### src/rtl/pe_if.sv
//------------------------------------------------------------------------------
// pe_if : pixel-bank, control and result bundle of the pe processing element.
// Revision: 1.0
//------------------------------------------------------------------------------
`default_nettype none

interface pe_if #(
    parameter int NUM_PIXELS = 1
);
    localparam int c_width = 8 * NUM_PIXELS + 1;

    logic               Ack;
    logic [8:0]         red_exp;
    logic [8:0]         green_exp;
    logic [8:0]         blue_exp;
    logic [7:0]         threshold;
    logic [8:0]         desired_bg;
    logic               Start_Sum;
    logic               Start_BgRemoval;
    logic [c_width-1:0] red_in;
    logic [c_width-1:0] green_in;
    logic [c_width-1:0] blue_in;
    logic [c_width-1:0] red_out;
    logic [c_width-1:0] green_out;
    logic [c_width-1:0] blue_out;
    logic [c_width-1:0] red_sum;
    logic [c_width-1:0] green_sum;
    logic [c_width-1:0] blue_sum;
    logic               Qi;
    logic               Qbgi;
    logic               Qbg;
    logic               Qbgd;
    logic               Qbad;
    logic               Qsi;
    logic               Qs;
    logic               Qsd;

    modport master (
        output Ack, red_exp, green_exp, blue_exp, threshold, desired_bg,
               Start_Sum, Start_BgRemoval, red_in, green_in, blue_in,
        input  red_out, green_out, blue_out, red_sum, green_sum, blue_sum,
               Qi, Qbgi, Qbg, Qbgd, Qbad, Qsi, Qs, Qsd
    );

    modport slave (
        input  Ack, red_exp, green_exp, blue_exp, threshold, desired_bg,
               Start_Sum, Start_BgRemoval, red_in, green_in, blue_in,
        output red_out, green_out, blue_out, red_sum, green_sum, blue_sum,
               Qi, Qbgi, Qbg, Qbgd, Qbad, Qsi, Qs, Qsd
    );
endinterface

`default_nettype wire

### src/rtl/pe.sv
//------------------------------------------------------------------------------
// pe : pixel processing element - per-channel pixel sums and background removal.
// Revision: 1.0
//------------------------------------------------------------------------------
`default_nettype none

module pe #(
    parameter int NUM_PIXELS = 1
) (
    input  logic Clk,
    input  logic Reset,
    pe_if.slave  bus
);
    localparam int c_width = 8 * NUM_PIXELS + 1;
    localparam int c_idx_w = (NUM_PIXELS > 1) ? $clog2(NUM_PIXELS) : 1;
    localparam logic [c_idx_w-1:0] c_last_idx = c_idx_w'(NUM_PIXELS - 1);

    typedef enum logic [7:0] {
        S_QI   = 8'b1000_0000,
        S_QBGI = 8'b0100_0000,
        S_QBG  = 8'b0010_0000,
        S_QBGD = 8'b0001_0000,
        S_QBAD = 8'b0000_1000,
        S_QSI  = 8'b0000_0100,
        S_QS   = 8'b0000_0010,
        S_QSD  = 8'b0000_0001
    } state_t;

    state_t               r_state;
    state_t               w_next;
    logic [c_idx_w-1:0]   r_idx;
    logic                 w_last;

    logic [7:0]           w_red_in   [NUM_PIXELS];
    logic [7:0]           w_green_in [NUM_PIXELS];
    logic [7:0]           w_blue_in  [NUM_PIXELS];
    logic [7:0]           r_red_out   [NUM_PIXELS];
    logic [7:0]           r_green_out [NUM_PIXELS];
    logic [7:0]           r_blue_out  [NUM_PIXELS];
    logic [c_width-1:0]   r_red_sum;
    logic [c_width-1:0]   r_green_sum;
    logic [c_width-1:0]   r_blue_sum;

    logic [7:0]           w_pix_r;
    logic [7:0]           w_pix_g;
    logic [7:0]           w_pix_b;
    logic                 w_match;
    logic                 w_unused;

    // |pix - ref| <= tol, evaluated in 10-bit signed arithmetic
    function automatic logic within_tol(input logic [7:0] pix,
                                        input logic [8:0] ref_v,
                                        input logic [7:0] tol);
        logic signed [9:0] diff;
        logic        [9:0] mag;
        diff = $signed({2'b00, pix}) - $signed({1'b0, ref_v});
        mag  = diff[9] ? $unsigned(-diff) : $unsigned(diff);
        return (mag <= {2'b00, tol});
    endfunction

    for (genvar i = 0; i < NUM_PIXELS; i++) begin : g_pix
        assign w_red_in[i]               = bus.red_in[8*i +: 8];
        assign w_green_in[i]             = bus.green_in[8*i +: 8];
        assign w_blue_in[i]              = bus.blue_in[8*i +: 8];
        assign bus.red_out[8*i +: 8]     = r_red_out[i];
        assign bus.green_out[8*i +: 8]   = r_green_out[i];
        assign bus.blue_out[8*i +: 8]    = r_blue_out[i];
    end

    assign bus.red_out[c_width-1]   = 1'b0;
    assign bus.green_out[c_width-1] = 1'b0;
    assign bus.blue_out[c_width-1]  = 1'b0;

    assign bus.red_sum   = r_red_sum;
    assign bus.green_sum = r_green_sum;
    assign bus.blue_sum  = r_blue_sum;

    assign bus.Qi   = r_state[7];
    assign bus.Qbgi = r_state[6];
    assign bus.Qbg  = r_state[5];
    assign bus.Qbgd = r_state[4];
    assign bus.Qbad = r_state[3];
    assign bus.Qsi  = r_state[2];
    assign bus.Qs   = r_state[1];
    assign bus.Qsd  = r_state[0];

    assign w_pix_r = w_red_in[r_idx];
    assign w_pix_g = w_green_in[r_idx];
    assign w_pix_b = w_blue_in[r_idx];
    assign w_last  = (r_idx == c_last_idx);

    assign w_match = within_tol(w_pix_r, bus.red_exp,   bus.threshold) &&
                     within_tol(w_pix_g, bus.green_exp, bus.threshold) &&
                     within_tol(w_pix_b, bus.blue_exp,  bus.threshold);

    assign w_unused = ^{bus.desired_bg[8], bus.red_in[c_width-1],
                        bus.green_in[c_width-1], bus.blue_in[c_width-1]};

    always_ff @(posedge Clk or negedge Reset) begin
        if (!Reset) begin
            r_state <= S_QI;
        end else begin
            r_state <= w_next;
        end
    end

    always_comb begin
        w_next = r_state;
        case (r_state)
            S_QI: begin
                if (bus.Start_Sum && bus.Start_BgRemoval) begin
                    w_next = S_QBAD;
                end else if (bus.Start_Sum) begin
                    w_next = S_QSI;
                end else if (bus.Start_BgRemoval) begin
                    w_next = S_QBGI;
                end
            end
            S_QSI:  w_next = S_QS;
            S_QS:   if (w_last) w_next = S_QSD;
            S_QSD:  if (bus.Ack) w_next = S_QI;
            S_QBGI: w_next = S_QBG;
            S_QBG:  if (w_last) w_next = S_QBGD;
            S_QBGD: if (bus.Ack) w_next = S_QI;
            S_QBAD: if (bus.Ack) w_next = S_QI;
            default: w_next = S_QI;
        endcase
    end

    always_ff @(posedge Clk or negedge Reset) begin
        if (!Reset) begin
            r_idx       <= '0;
            r_red_sum   <= '0;
            r_green_sum <= '0;
            r_blue_sum  <= '0;
            for (int i = 0; i < NUM_PIXELS; i++) begin
                r_red_out[i]   <= '0;
                r_green_out[i] <= '0;
                r_blue_out[i]  <= '0;
            end
        end else begin
            case (r_state)
                S_QSI: begin
                    r_idx       <= '0;
                    r_red_sum   <= '0;
                    r_green_sum <= '0;
                    r_blue_sum  <= '0;
                end
                S_QS: begin
                    r_red_sum   <= r_red_sum   + {{(c_width-8){1'b0}}, w_pix_r};
                    r_green_sum <= r_green_sum + {{(c_width-8){1'b0}}, w_pix_g};
                    r_blue_sum  <= r_blue_sum  + {{(c_width-8){1'b0}}, w_pix_b};
                    r_idx       <= w_last ? '0 : r_idx + c_idx_w'(1);
                end
                S_QBGI: begin
                    r_idx <= '0;
                end
                S_QBG: begin
                    // A matching pixel gets the replacement value on all channels
                    if (w_match) begin
                        r_red_out[r_idx]   <= bus.desired_bg[7:0];
                        r_green_out[r_idx] <= bus.desired_bg[7:0];
                        r_blue_out[r_idx]  <= bus.desired_bg[7:0];
                    end else begin
                        r_red_out[r_idx]   <= w_pix_r;
                        r_green_out[r_idx] <= w_pix_g;
                        r_blue_out[r_idx]  <= w_pix_b;
                    end
                    r_idx <= w_last ? '0 : r_idx + c_idx_w'(1);
                end
                default: begin
                end
            endcase
        end
    end
endmodule

`default_nettype wire

### src/flat_wrapper.sv
// flat-port wrapper written by rule: the top's interface ports become plain ports
module pe_flat 
#(
    parameter int NUM_PIXELS = 1
)
  (Clk, Reset, bus_Ack, bus_red_exp, bus_green_exp, bus_blue_exp, bus_threshold, bus_desired_bg, bus_Start_Sum, bus_Start_BgRemoval, bus_red_in, bus_green_in, bus_blue_in, bus_red_out, bus_green_out, bus_blue_out, bus_red_sum, bus_green_sum, bus_blue_sum, bus_Qi, bus_Qbgi, bus_Qbg, bus_Qbgd, bus_Qbad, bus_Qsi, bus_Qs, bus_Qsd);
  pe_if #(.NUM_PIXELS(NUM_PIXELS)) bus_i ();
  input  logic Clk;
  input  logic Reset;
  input wire logic [$bits(bus_i.Ack)-1:0] bus_Ack;
  input wire logic [$bits(bus_i.red_exp)-1:0] bus_red_exp;
  input wire logic [$bits(bus_i.green_exp)-1:0] bus_green_exp;
  input wire logic [$bits(bus_i.blue_exp)-1:0] bus_blue_exp;
  input wire logic [$bits(bus_i.threshold)-1:0] bus_threshold;
  input wire logic [$bits(bus_i.desired_bg)-1:0] bus_desired_bg;
  input wire logic [$bits(bus_i.Start_Sum)-1:0] bus_Start_Sum;
  input wire logic [$bits(bus_i.Start_BgRemoval)-1:0] bus_Start_BgRemoval;
  input wire logic [$bits(bus_i.red_in)-1:0] bus_red_in;
  input wire logic [$bits(bus_i.green_in)-1:0] bus_green_in;
  input wire logic [$bits(bus_i.blue_in)-1:0] bus_blue_in;
  output wire logic [$bits(bus_i.red_out)-1:0] bus_red_out;
  output wire logic [$bits(bus_i.green_out)-1:0] bus_green_out;
  output wire logic [$bits(bus_i.blue_out)-1:0] bus_blue_out;
  output wire logic [$bits(bus_i.red_sum)-1:0] bus_red_sum;
  output wire logic [$bits(bus_i.green_sum)-1:0] bus_green_sum;
  output wire logic [$bits(bus_i.blue_sum)-1:0] bus_blue_sum;
  output wire logic [$bits(bus_i.Qi)-1:0] bus_Qi;
  output wire logic [$bits(bus_i.Qbgi)-1:0] bus_Qbgi;
  output wire logic [$bits(bus_i.Qbg)-1:0] bus_Qbg;
  output wire logic [$bits(bus_i.Qbgd)-1:0] bus_Qbgd;
  output wire logic [$bits(bus_i.Qbad)-1:0] bus_Qbad;
  output wire logic [$bits(bus_i.Qsi)-1:0] bus_Qsi;
  output wire logic [$bits(bus_i.Qs)-1:0] bus_Qs;
  output wire logic [$bits(bus_i.Qsd)-1:0] bus_Qsd;
  assign bus_i.Ack = bus_Ack;
  assign bus_i.red_exp = bus_red_exp;
  assign bus_i.green_exp = bus_green_exp;
  assign bus_i.blue_exp = bus_blue_exp;
  assign bus_i.threshold = bus_threshold;
  assign bus_i.desired_bg = bus_desired_bg;
  assign bus_i.Start_Sum = bus_Start_Sum;
  assign bus_i.Start_BgRemoval = bus_Start_BgRemoval;
  assign bus_i.red_in = bus_red_in;
  assign bus_i.green_in = bus_green_in;
  assign bus_i.blue_in = bus_blue_in;
  assign bus_red_out = bus_i.red_out;
  assign bus_green_out = bus_i.green_out;
  assign bus_blue_out = bus_i.blue_out;
  assign bus_red_sum = bus_i.red_sum;
  assign bus_green_sum = bus_i.green_sum;
  assign bus_blue_sum = bus_i.blue_sum;
  assign bus_Qi = bus_i.Qi;
  assign bus_Qbgi = bus_i.Qbgi;
  assign bus_Qbg = bus_i.Qbg;
  assign bus_Qbgd = bus_i.Qbgd;
  assign bus_Qbad = bus_i.Qbad;
  assign bus_Qsi = bus_i.Qsi;
  assign bus_Qs = bus_i.Qs;
  assign bus_Qsd = bus_i.Qsd;
  pe #(.NUM_PIXELS(NUM_PIXELS)) u_core (.Clk(Clk), .Reset(Reset), .bus(bus_i));
endmodule
### config.mk
export PLATFORM = sky130hd
export DESIGN_NAME = pe_flat
export DESIGN_NICKNAME = d
export VERILOG_FILES = /design/src/rtl/pe_if.sv /design/src/rtl/pe.sv /design/src/flat_wrapper.sv
export SDC_FILE = /design/constraint.sdc
export NUM_CORES = 1
export LEC_CHECK = 0
export ABC_AREA = 1
export CORE_ASPECT_RATIO = 0.75
export CORE_MARGIN = 5
export CORE_UTILIZATION = 52
export CTS_CLUSTER_SIZE = 8
export DETAILED_ROUTE_END_ITERATION = 6
export PLACE_DENSITY = 0.82
export SLEW_MARGIN = 15
export SYNTH_ARGS = -nofsm -noshare
export SYNTH_HDL_FRONTEND = slang
export SYNTH_SLANG_ARGS = --single-unit
### constraint.sdc
create_clock -name Clk -period 2.91 [get_ports Clk]
set_input_delay 0.291 -clock Clk [delete_from_list [all_inputs] [get_ports Clk]]
set_output_delay 0.291 -clock Clk [all_outputs]
set_load 0.02 [all_outputs]
==> results.txt <==
- Outcome: finished with violations
- The checks that failed: DRC, setup timing.
- The total overflow left after global routing is 0.
- Summed over all cells, the static leakage comes to between 5 and 6 nW.
- Once routing completed, OpenROAD measured the worst setup slack at -830 ps.
- Final net count: approximately 1.3k
- In this run the register-to-register setup slack is between 150 and 200 ps.
- Maximum clock rate: ~270 MHz
- For met2 alone, demand over resource in global routing was 0.531.
* Largest net degree at the start of global routing: 43
- Top area cells in the synthesized netlist: dfrtp_1, nand2_1, ha_1
- Via count: just under 8k
- Once detailed placement completed, the half-perimeter wirelength came to 15.0 mm.
- The tree built by TritonCTS fans out to 59 sinks.
- Most common cell type on the critical path: nand2_1
* Unrepaired setup endpoints after global routing: yes
- The die is approximately 100 µm tall.
- For this design the top-level I/O count stands at approximately 140.
* Setup-failing EPs final: 24
- Yosys warning total: 0
- Mapped cell area: roughly 6100 µm²
- The tightest min-delay check is of the input pin to asynchronous set/reset pin type.
- Global-route wire length before repair: between 30 and 40 mm
- Util after Layout: 0.861
- Maximum cell stage delay along the critical path: about 640 ps
- The clock passes through at most 2 buffers.
- TritonCTS built the clock tree.
- The final count of pins violating max slew came to 0.
- Of the available clock period, the critical path in the final layout requires 1.29.
- Largest vdd supply drop: about 0.55 mV
- For this run, the detailed router's first-pass iteration total came to 7.
* Largest driver fanout on the critical path: 6
- The critical path in this run is classified as input pin to flip-flop.
- Post-Synthesis Mean Instance Area: 6.89 µm²
- For the worst-skew pair, the clock arrives at the later sink with an insertion delay of 340 ps.
- Detailed-route wire length per cell: 20.2 µm
- R2R Path End: u_core.bus.green_sum[8]
- 0 antenna diodes ended up in the layout.
- In this run the core area contains 34 standard-cell rows.
- GR met3 Demand/Resource: 0.100
* Post-route design area: between 9000 and 10,000 µm²
* Syn-to-layout area delta: 62.9%
- For this run, the leading register cell type out of synthesis is dfrtp_1.
- Initial Utilization: 0.529
* Number of hold buffers added after CTS: 0
- The number of endpoints with negative hold slack in the final report came to 0.
- Dpl cell area: roughly 8400 µm²
* DRC violation total after the first TritonRoute iteration: 830
- Endpoint required time on the critical path: 3130 ps
- Yosys mapped the design onto 48 distinct sky130hd cell types.
- In this run the number of H-tree levels came out at 3.
- At the pin with the least slew margin, the transition time is slightly below 1000 ps.
- The cell sitting at the root of the clock tree is a clkbuf_16.
- STA classifies the critical path endpoint as a flip-flop.
- The design draws slightly below 0.007 W.
* Met1 Usage GRT: 0.381
- The startpoint identified for the worst register-to-register timing path is u_core.bus.green_sum[0].
- Clock-pin slew was measured on the worst setup and hold paths at roughly 50 ps.
- Counting the buffers created by CTS gives 9.
- Register area share after synthesis: 0.242
- Port buffering added 130 buffers.
- Most crowded layer after global routing: met2
- Die Width: between 100 and 150 µm
- In this run the power density over the cells is between 600 and 700 nW/µm².
- Post-detailed-route count of antenna-violating nets: 0
- The number of antenna violations at the first check in global routing is 0.
* Number of global-route vias before repair: ~7.5k
* Number of register bits inferred by synthesis: roughly 60
- dfrtp_1 takes more of the synthesized area than any other cell.
- Worst Reg2Reg Path Length in Cells: 14
* Post-synth EDFFs: 0
* Gate count after technology mapping: around 900
- Total routing usage reported by global routing: 0.322
- Dividing the detail-routed via count by the number of cells gives 5.88.
* Period minus WS final: around 3700 ps
- The die covers around 14,000 µm².
- STA classifies the critical path startpoint as an input pin.
- Of the post-synthesis cell area, the dominant cell type holds 0.238.
- Max-slew headroom: 0.355
- Slowest-stage cell, CP: fa_2
- In the final layout, the share of cells above drive strength 1 is 0.361.
- Summed negative setup slack over all endpoints: -17,810 ps
- Worst setup skew after layout: just under 9 ps
- Gpl congestion: between 0.9 and 1
* Wire length reported by the detailed router: 27.1 mm
- Synth async-reset ratio: 1.00
- After floorplanning, the core was sized to cover about 12,000 µm².
* Count of max-cap constraint violations: 0
- Endpoint arrival time on the critical path: between 3000 and 4000 ps
- In the routed design, unresolved DRC markers number 1.
synth_stat cells (3+ instances only):
cell type,n
buf_4,3
fa_1,6
nor3_1,4
o31ai_1,3
nand2_2,34
inv_2,8
xor2_1,15
nand3_1,51
a21oi_2,4
nand2_4,3
inv_1,137
a21oi_1,28
dfrtp_1,58
a32o_1,3
a22o_1,9
ha_1,75
xnor2_1,9
and2_1,3
nor4_1,3
or2_2,8
clkbuf_1,4
nand4_1,15
o21ai_0,34
nor2_1,67
nand2_1,272
registers in the layout (all words and copies together), names as in the netlist:
| name | count |
|---|---|
| u_core.r_state | 8 |
| u_core.bus.green_sum | 9 |
| u_core.r_green_out | 8 |
| u_core.bus.blue_sum | 9 |
| u_core.r_blue_out | 8 |
| u_core.r_red_out | 8 |
| u_core.bus.red_sum | 9 |
cells by family after synthesis:
logic type | synth area share
AND/OR/NAND/NOR | 0.345
flip-flops | 0.242
adder cells (fa/ha/maj) | 0.174
XOR/XNOR | 0.0390
buffers and inverters | 0.108
other | 0.000615
AO/OA/AOI/OAI | 0.0916
routing by layer:
metal | wire (µm) | part of all wire
met1 | 9520 | 0.35
met2 | 12200 | 0.45
met3 | 3180 | 0.12
met4 | 2160 | 0.080
met5 | 44 | 0.0016
worst max-delay path by stage:
stage                    start               endpoint  slack (ps)  cells after the start
2_1_floorplan   bus_blue_in[0]   u_core.r_blue_out[0]        -390                     29
3_3_place_gp     bus_red_in[0]    u_core.r_red_out[1]       -1160                     25
3_5_place_dp    bus_blue_in[0]  u_core.r_green_out[4]       -1260                     31
4_1_cts        bus_blue_exp[0]  u_core.r_green_out[2]        -540                     28
5_1_grt        bus_green_in[0]    u_core.r_red_out[0]        -850                     28
6_report       bus_green_in[1]   u_core.r_blue_out[3]        -830                     27
critical path, delay by kind of cell:
family	cells	cell delay [ps]
XOR/XNOR	1	220
adder cells (fa/ha/maj)	2	940
AND/OR/NAND/NOR	19	1870
AO/OA/AOI/OAI	2	220
buffers and inverters	3	390
cells in the final DEF, fill, tap and decap left out, types with 22 or more instances in the layout:
master	count
buf_4	146
nor2_1	46
a21oi_1	22
nand2_1	219
ha_4	27
o21ai_0	26
inv_2	32
nand2_2	72
nand3_1	35
dfrtp_1	58
clkdlybuf4s50_1	87
ha_1	48
inv_1	110
metrics by stage:
stage | std cells | setup slack (ps) | hold slack, ps
2_1_floorplan | 886 | -387 | -4.59
3_3_place_gp | 1281 | -1160 | 462
3_5_place_dp | 1281 | -1260 | 475
4_1_cts | 1318 | -544 | 129
5_1_grt | 1339 | -849 | 171
6_report | 1339 | -830 | 108
cell type report:
type	count	area, µm²
tap	162	203
inverter	146	566
multi-input combinational	672	4940
clock inverter	2	35.0
timing repair buffer	285	2450
fill	571	1600
sequential	59	1480
clock buffer	13	260
power breakdown:
| part | switching, W | internal, W | total [W] |
|---|---|---|---|
| Sequential | 0.000341 | 0.00117 | 0.00151 |
| Combinational | 0.00243 | 0.00188 | 0.00431 |
| Clock | 0.000384 | 0.000703 | 0.00109 |
timing repair:
action / 4_1_cts / 5_1_grt
resized for setup: 157 / 143
endpoints found under the hold margin: 0 / 0
gates cloned: 4 / 0
pin swaps: 87 / 108
endpoints found under the setup margin: 24 / 24
setup buffers: 18 / 22
Note: power is estimated with default switching activity, not from simulation.
